===== src/rtl/imem_fetch_responder.sv =====
// Instruction fetch responder: one-line fetch buffer in front of instruction memory.
// Hits answer combinationally; misses stall the PC while the whole line is refilled in address order.
module imem_fetch_responder #(
    parameter int LINE_WORDS = 4
) (
    input  logic        clk,
    input  logic        rst_n,
    input  logic [31:0] instru_addr,
    input  logic        flush,
    output logic [31:0] instruction,
    output logic        stall,
    output logic        mem_req,
    output logic [31:0] mem_addr,
    input  logic        mem_ready,
    input  logic [31:0] mem_rdata
);

    localparam int IDX_W = $clog2(LINE_WORDS);
    localparam int TAG_W = 30 - IDX_W;
    localparam logic [IDX_W-1:0] LAST_IDX = IDX_W'(LINE_WORDS - 1);

    localparam logic [0:0] S_IDLE = 1'b0;
    localparam logic [0:0] S_FILL = 1'b1;

    logic [0:0]       state_q, state_d;
    logic             valid_q, valid_d;
    logic [TAG_W-1:0] tag_q, tag_d;
    logic [TAG_W-1:0] base_tag_q, base_tag_d;
    logic [IDX_W-1:0] cnt_q, cnt_d;
    logic             discard_q, discard_d;
    logic [31:0]      buf_q [LINE_WORDS];
    logic             buf_we;

    logic [TAG_W-1:0] cur_tag;
    logic [IDX_W-1:0] cur_idx;
    logic             hit;
    logic             unused_addr_lsbs;

    assign cur_tag          = instru_addr[31:2+IDX_W];
    assign cur_idx          = instru_addr[2+IDX_W-1:2];
    assign unused_addr_lsbs = ^instru_addr[1:0];
    assign hit              = valid_q && (tag_q == cur_tag);

    assign stall       = !hit;
    assign instruction = hit ? buf_q[cur_idx] : 32'h0;

    // Memory-side outputs depend only on registered state, never on mem_ready.
    assign mem_req  = (state_q == S_FILL);
    assign mem_addr = (state_q == S_FILL) ? {base_tag_q, cnt_q, 2'b00} : 32'h0;

    assign buf_we = (state_q == S_FILL) && mem_ready;

    always_comb begin
        state_d    = state_q;
        valid_d    = valid_q;
        tag_d      = tag_q;
        base_tag_d = base_tag_q;
        cnt_d      = cnt_q;
        discard_d  = discard_q;
        case (state_q)
            S_IDLE: begin
                if (flush) begin
                    valid_d = 1'b0;
                end else if (!hit) begin
                    state_d    = S_FILL;
                    base_tag_d = cur_tag;
                    valid_d    = 1'b0;
                    cnt_d      = '0;
                    discard_d  = 1'b0;
                end
            end
            S_FILL: begin
                if (flush) begin
                    discard_d = 1'b1;
                end
                if (mem_ready) begin
                    cnt_d = cnt_q + 1'b1;
                    if (cnt_q == LAST_IDX) begin
                        // A flush on the final beat still poisons the line.
                        tag_d   = base_tag_q;
                        valid_d = !(discard_q || flush);
                        state_d = S_IDLE;
                    end
                end
            end
            default: state_d = S_IDLE;
        endcase
    end

    always_ff @(posedge clk or negedge rst_n) begin
        if (!rst_n) begin
            state_q    <= S_IDLE;
            valid_q    <= 1'b0;
            tag_q      <= '0;
            base_tag_q <= '0;
            cnt_q      <= '0;
            discard_q  <= 1'b0;
        end else begin
            state_q    <= state_d;
            valid_q    <= valid_d;
            tag_q      <= tag_d;
            base_tag_q <= base_tag_d;
            cnt_q      <= cnt_d;
            discard_q  <= discard_d;
        end
    end

    // Line data carries no reset; valid_q guards every read.
    always_ff @(posedge clk) begin
        if (buf_we) begin
            buf_q[cnt_q] <= mem_rdata;
        end
    end

endmodule


===== config.mk =====
export PLATFORM = sky130hd
export DESIGN_NAME = imem_fetch_responder
export DESIGN_NICKNAME = d
export VERILOG_FILES = /design/src/rtl/imem_fetch_responder.sv
export SDC_FILE = /design/constraint.sdc
export NUM_CORES = 1
export LEC_CHECK = 0
export BUFFER_PORTS_ARGS = -buffer_cell sky130_fd_sc_hd__buf_4
export CAP_MARGIN = 20
export CELL_PAD_IN_SITES_DETAIL_PLACEMENT = 1
export CELL_PAD_IN_SITES_GLOBAL_PLACEMENT = 1
export CORE_MARGIN = 1.5
export CORE_UTILIZATION = 51
export CTS_CLUSTER_DIAMETER = 200
export CTS_CLUSTER_SIZE = 25
export DETAILED_ROUTE_END_ITERATION = 7
export PLACE_DENSITY_LB_ADDON = 0.1
export SYNTH_ARGS = -nofsm -noshare
export SYNTH_HDL_FRONTEND = slang
export SYNTH_SLANG_ARGS = --single-unit

===== constraint.sdc =====
create_clock -name clk -period 4.4 [get_ports clk]
set_input_delay 1.32 -clock clk [delete_from_list [all_inputs] [get_ports clk]]
set_output_delay 1.32 -clock clk [all_outputs]
set_load 0.01 [all_outputs]

==> flow_summary_export.csv <==
group,metric,value,unit
run_status,outcome,"finished clean",
floorplan,coreArea,0.0151,mm2
floorplan,die_area,0.0162,mm2
clocking,htree_levels,4,
final_layout,final_common_cell,"buf_4",
drt,via_count,4271,
logic_synthesis,syn_avg_cell_area,18.1,um2
sta,setup_violations,0,
clocking,clockBufferDepth,2,
power_and_ir_drop,totalPowerFinal,5620,uW
logic_synthesis,ys_seq_elements,189,
critical_path,slowest_stage,"nor4_4",
floorplan,io_pins,134,
drt,ant_nets,0,
critical_path,setup.worst_path.class,"input pin to primary output",
clocking,cts_resized,0,
sta,maxSlewViolCount,0,
floorplan,die_w,127,um
final_layout,fin_nets,640,
sta,max-slew-margin-rel,0.400,
power_and_ir_drop,p_per_area,582,mW/mm2
clocking,post_cts_buffers,0,
critical_path,crit_fanout,16,
final_layout,mostFrequentLayoutCells,"134 x buf_4, 128 x edfxtp_1, 61 x dfrtp_1",
critical_path,crit_family,"simple AND/OR/NAND/NOR gates",
drt,routedWlPerCell,22.4,um
logic_synthesis,yosys_warnings,0,
grt,grt_max_degree,62,
critical_path,crit_buf_inv,3,
final_layout,regArea,0.00537,mm2
clocking,clkSlewWorstSetupHoldPaths,0.07,ns
sta,fin_tns_setup,0,ns
logic_synthesis,ys_seq_area_frac,0.681,
sta,period_needed,4.20,ns
critical_path,path_common_cell,"buf_4",
final_layout,diodes,0,
sta,rsz0062_at_grt,"false",
clocking,clock_latency,0.43,ns
grt,first_global_vias,4780,
critical_path,crit_arrival,2.88,ns
logic_synthesis,yosysUniqueCellTypes,28,
placement,place_congestion,0.735,
grt,overflow,0,
sta,max_freq,238,MHz
run,maxCapViolations,0,
floorplan,die_h,127,um
placement,dpl.hpwl,11000,um
power_and_ir_drop,p_leak,0.00389,uW
floorplan,start_util,0.520,
floorplan,fp-row-count,45,
placement,io_buffer_count,129,
clocking,cts_tree,"built",
critical_path,startpoint_type,"input pin",
clocking,cts_root_buf,"clkbuf_16",
critical_path,worstSetupEndpointType,"primary output",
logic_synthesis,synth_top_area_share,0.488,
final_layout,final_util,0.638,
critical_path,cp.required,3.08,ns
grt,antenna_found_initial,0,
drt,dr.pass1.iters,5,
drt,wirelength,17200,um
clocking,cts_buffers,17,
sta,finalClockSkew,0.0121,ns
logic_synthesis,syn_area,0.00788,mm2
clocking,cts_sinks,189,
clocking,hold_buffers,0,
grt,grt_pass1_wl,27000,um
drt,viasPerCell,5.55,
drt,drc,0,
critical_path,critPathMaxStageDelay,0.40,ns
final_layout,multi_input_area,0.00238,mm2
drt,drtIter0Drc,178,
sta,final_hold_viol_count,0,
critical_path,r2r_slack,1.87,ns
final_layout,n_fill_cell,1314,
logic_synthesis,syn_inst,436,
final_layout,drive_gt1_frac,0.451,
sta,worstMarginPinSlew,0.900,ns
power_and_ir_drop,ir_worst_vdd,0.342,mV
logic_synthesis,synth_area_leaders,"edfxtp_1 49%, dfrtp_1 19%, mux4_2 9.1%",
critical_path,crit_path_cell_trace,"buf_4 > xnor2_1 > nand4_1 > nor4_4 > buf_4 > and3_1 > buf_4",
logic_synthesis,synth_top_area_cell,"edfxtp_1",
sta,period_share,0.954,
final_layout,synthToLayoutAreaGrowth,22.5,%
grt,grt_util_all_layers,0.227,
min_path,hp-class,"flip-flop to flip-flop",
flip-flops by register name (all words and copies together) (netlist names):
name and count:
cnt_q 2, discard_q 1, valid_q 1, mem_req 1, tag_q 28, buf_q 128
base_tag_q 28
worst register-to-register path, cell delays in order, from the launching register on:
cell and delay, ns:
dfrtp_1 0.39, xnor2_1 0.14, nand4_1 0.16, nor4_4 0.09, buf_4 0.21, a21boi_4 0.61
buf_4 0.47, mux2_4 0.35
through the flow:
step / area (um2) / instances / setup slack, ns / hold slack (ns)
3_5_place_dp: 9080 / 737 / 0.176 / 0.515
6_report: 9660 / 769 / 0.202 / 0.530
3_3_place_gp: 9080 / 737 / 0.174 / 0.507
2_1_floorplan: 7880 / 437 / 0.510 / 0.491
5_1_grt: 9660 / 769 / 0.107 / 0.549
4_1_cts: 9660 / 769 / 0.161 / 0.532
power by group:
group	leakage [uW]	total [uW]	switching (uW)	internal, uW
sequential	0.00190	2670	265	2400
combinational	0.00171	1470	643	828
clock	0.000279	1480	721	756
total	0.00389	5620	1630	3990
worst paths after layout:
path | from | endpoint | cells past startpoint
worst min register to register | tag_q[27] | tag_q[27] | 1
worst min-delay path | tag_q[27] | tag_q[27] | 1
worst max-delay path | instru_addr[27] | instruction[19] | 7
min in group asynchronous | rst_n | base_tag_q[23] | 1
worst max register to register | tag_q[23] | base_tag_q[23] | 7
max in group asynchronous | rst_n | tag_q[14] | 1
final cells by class:
| cell class | count | area share |
|---|---|---|
| Inverter | 4 | 0.00155 |
| Timing Repair Buffer | 138 | 0.112 |
| Tap cell | 188 | 0.0244 |
| Clock buffer | 17 | 0.0441 |
| Multi-Input combinational cell | 218 | 0.246 |
| Clock inverter | 15 | 0.0153 |
| Sequential cell | 189 | 0.556 |
Yosys cell counts:
master    count
mux2_4       28
mux2_2       28
a21o_1        1
o31ai_1       2
o21ai_0       3
o21ai_1       1
xnor2_1      28
buf_2         4
ha_1          4
a21boi_2      1
clkbuf_1     16
inv_1         4
nor2_1        1
nand3_1       3
nand2_1       9
buf_1         1
conb_1        1
nand4_1       6
and3_1       35
buf_4         2
edfxtp_1    128
buf_6         3
dfrtp_1      61
xor2_1        1
nor4_4        2
a21oi_1       1
mux4_2       32
and2_1       30
logic make-up after synthesis:
kind of cell | share of synthesized area
buf+inv | 0.0187
simple gates | 0.0684
xor+xnor | 0.0322
flops | 0.681
compound gates | 0.00746
mux | 0.185
fa+ha+maj | 0.00635
other cells | 0.000476
metal layers:
metal,part of all wire,global-route usage,vias to the layer above
met5,0,0,-
met4,0.0096,0.0582,0
met3,0.048,0.0578,14
met2,0.53,0.393,111
met1,0.41,0.286,2230
li1,-,-,1916
No activity file was read; power rests on OpenSTA's default activity.
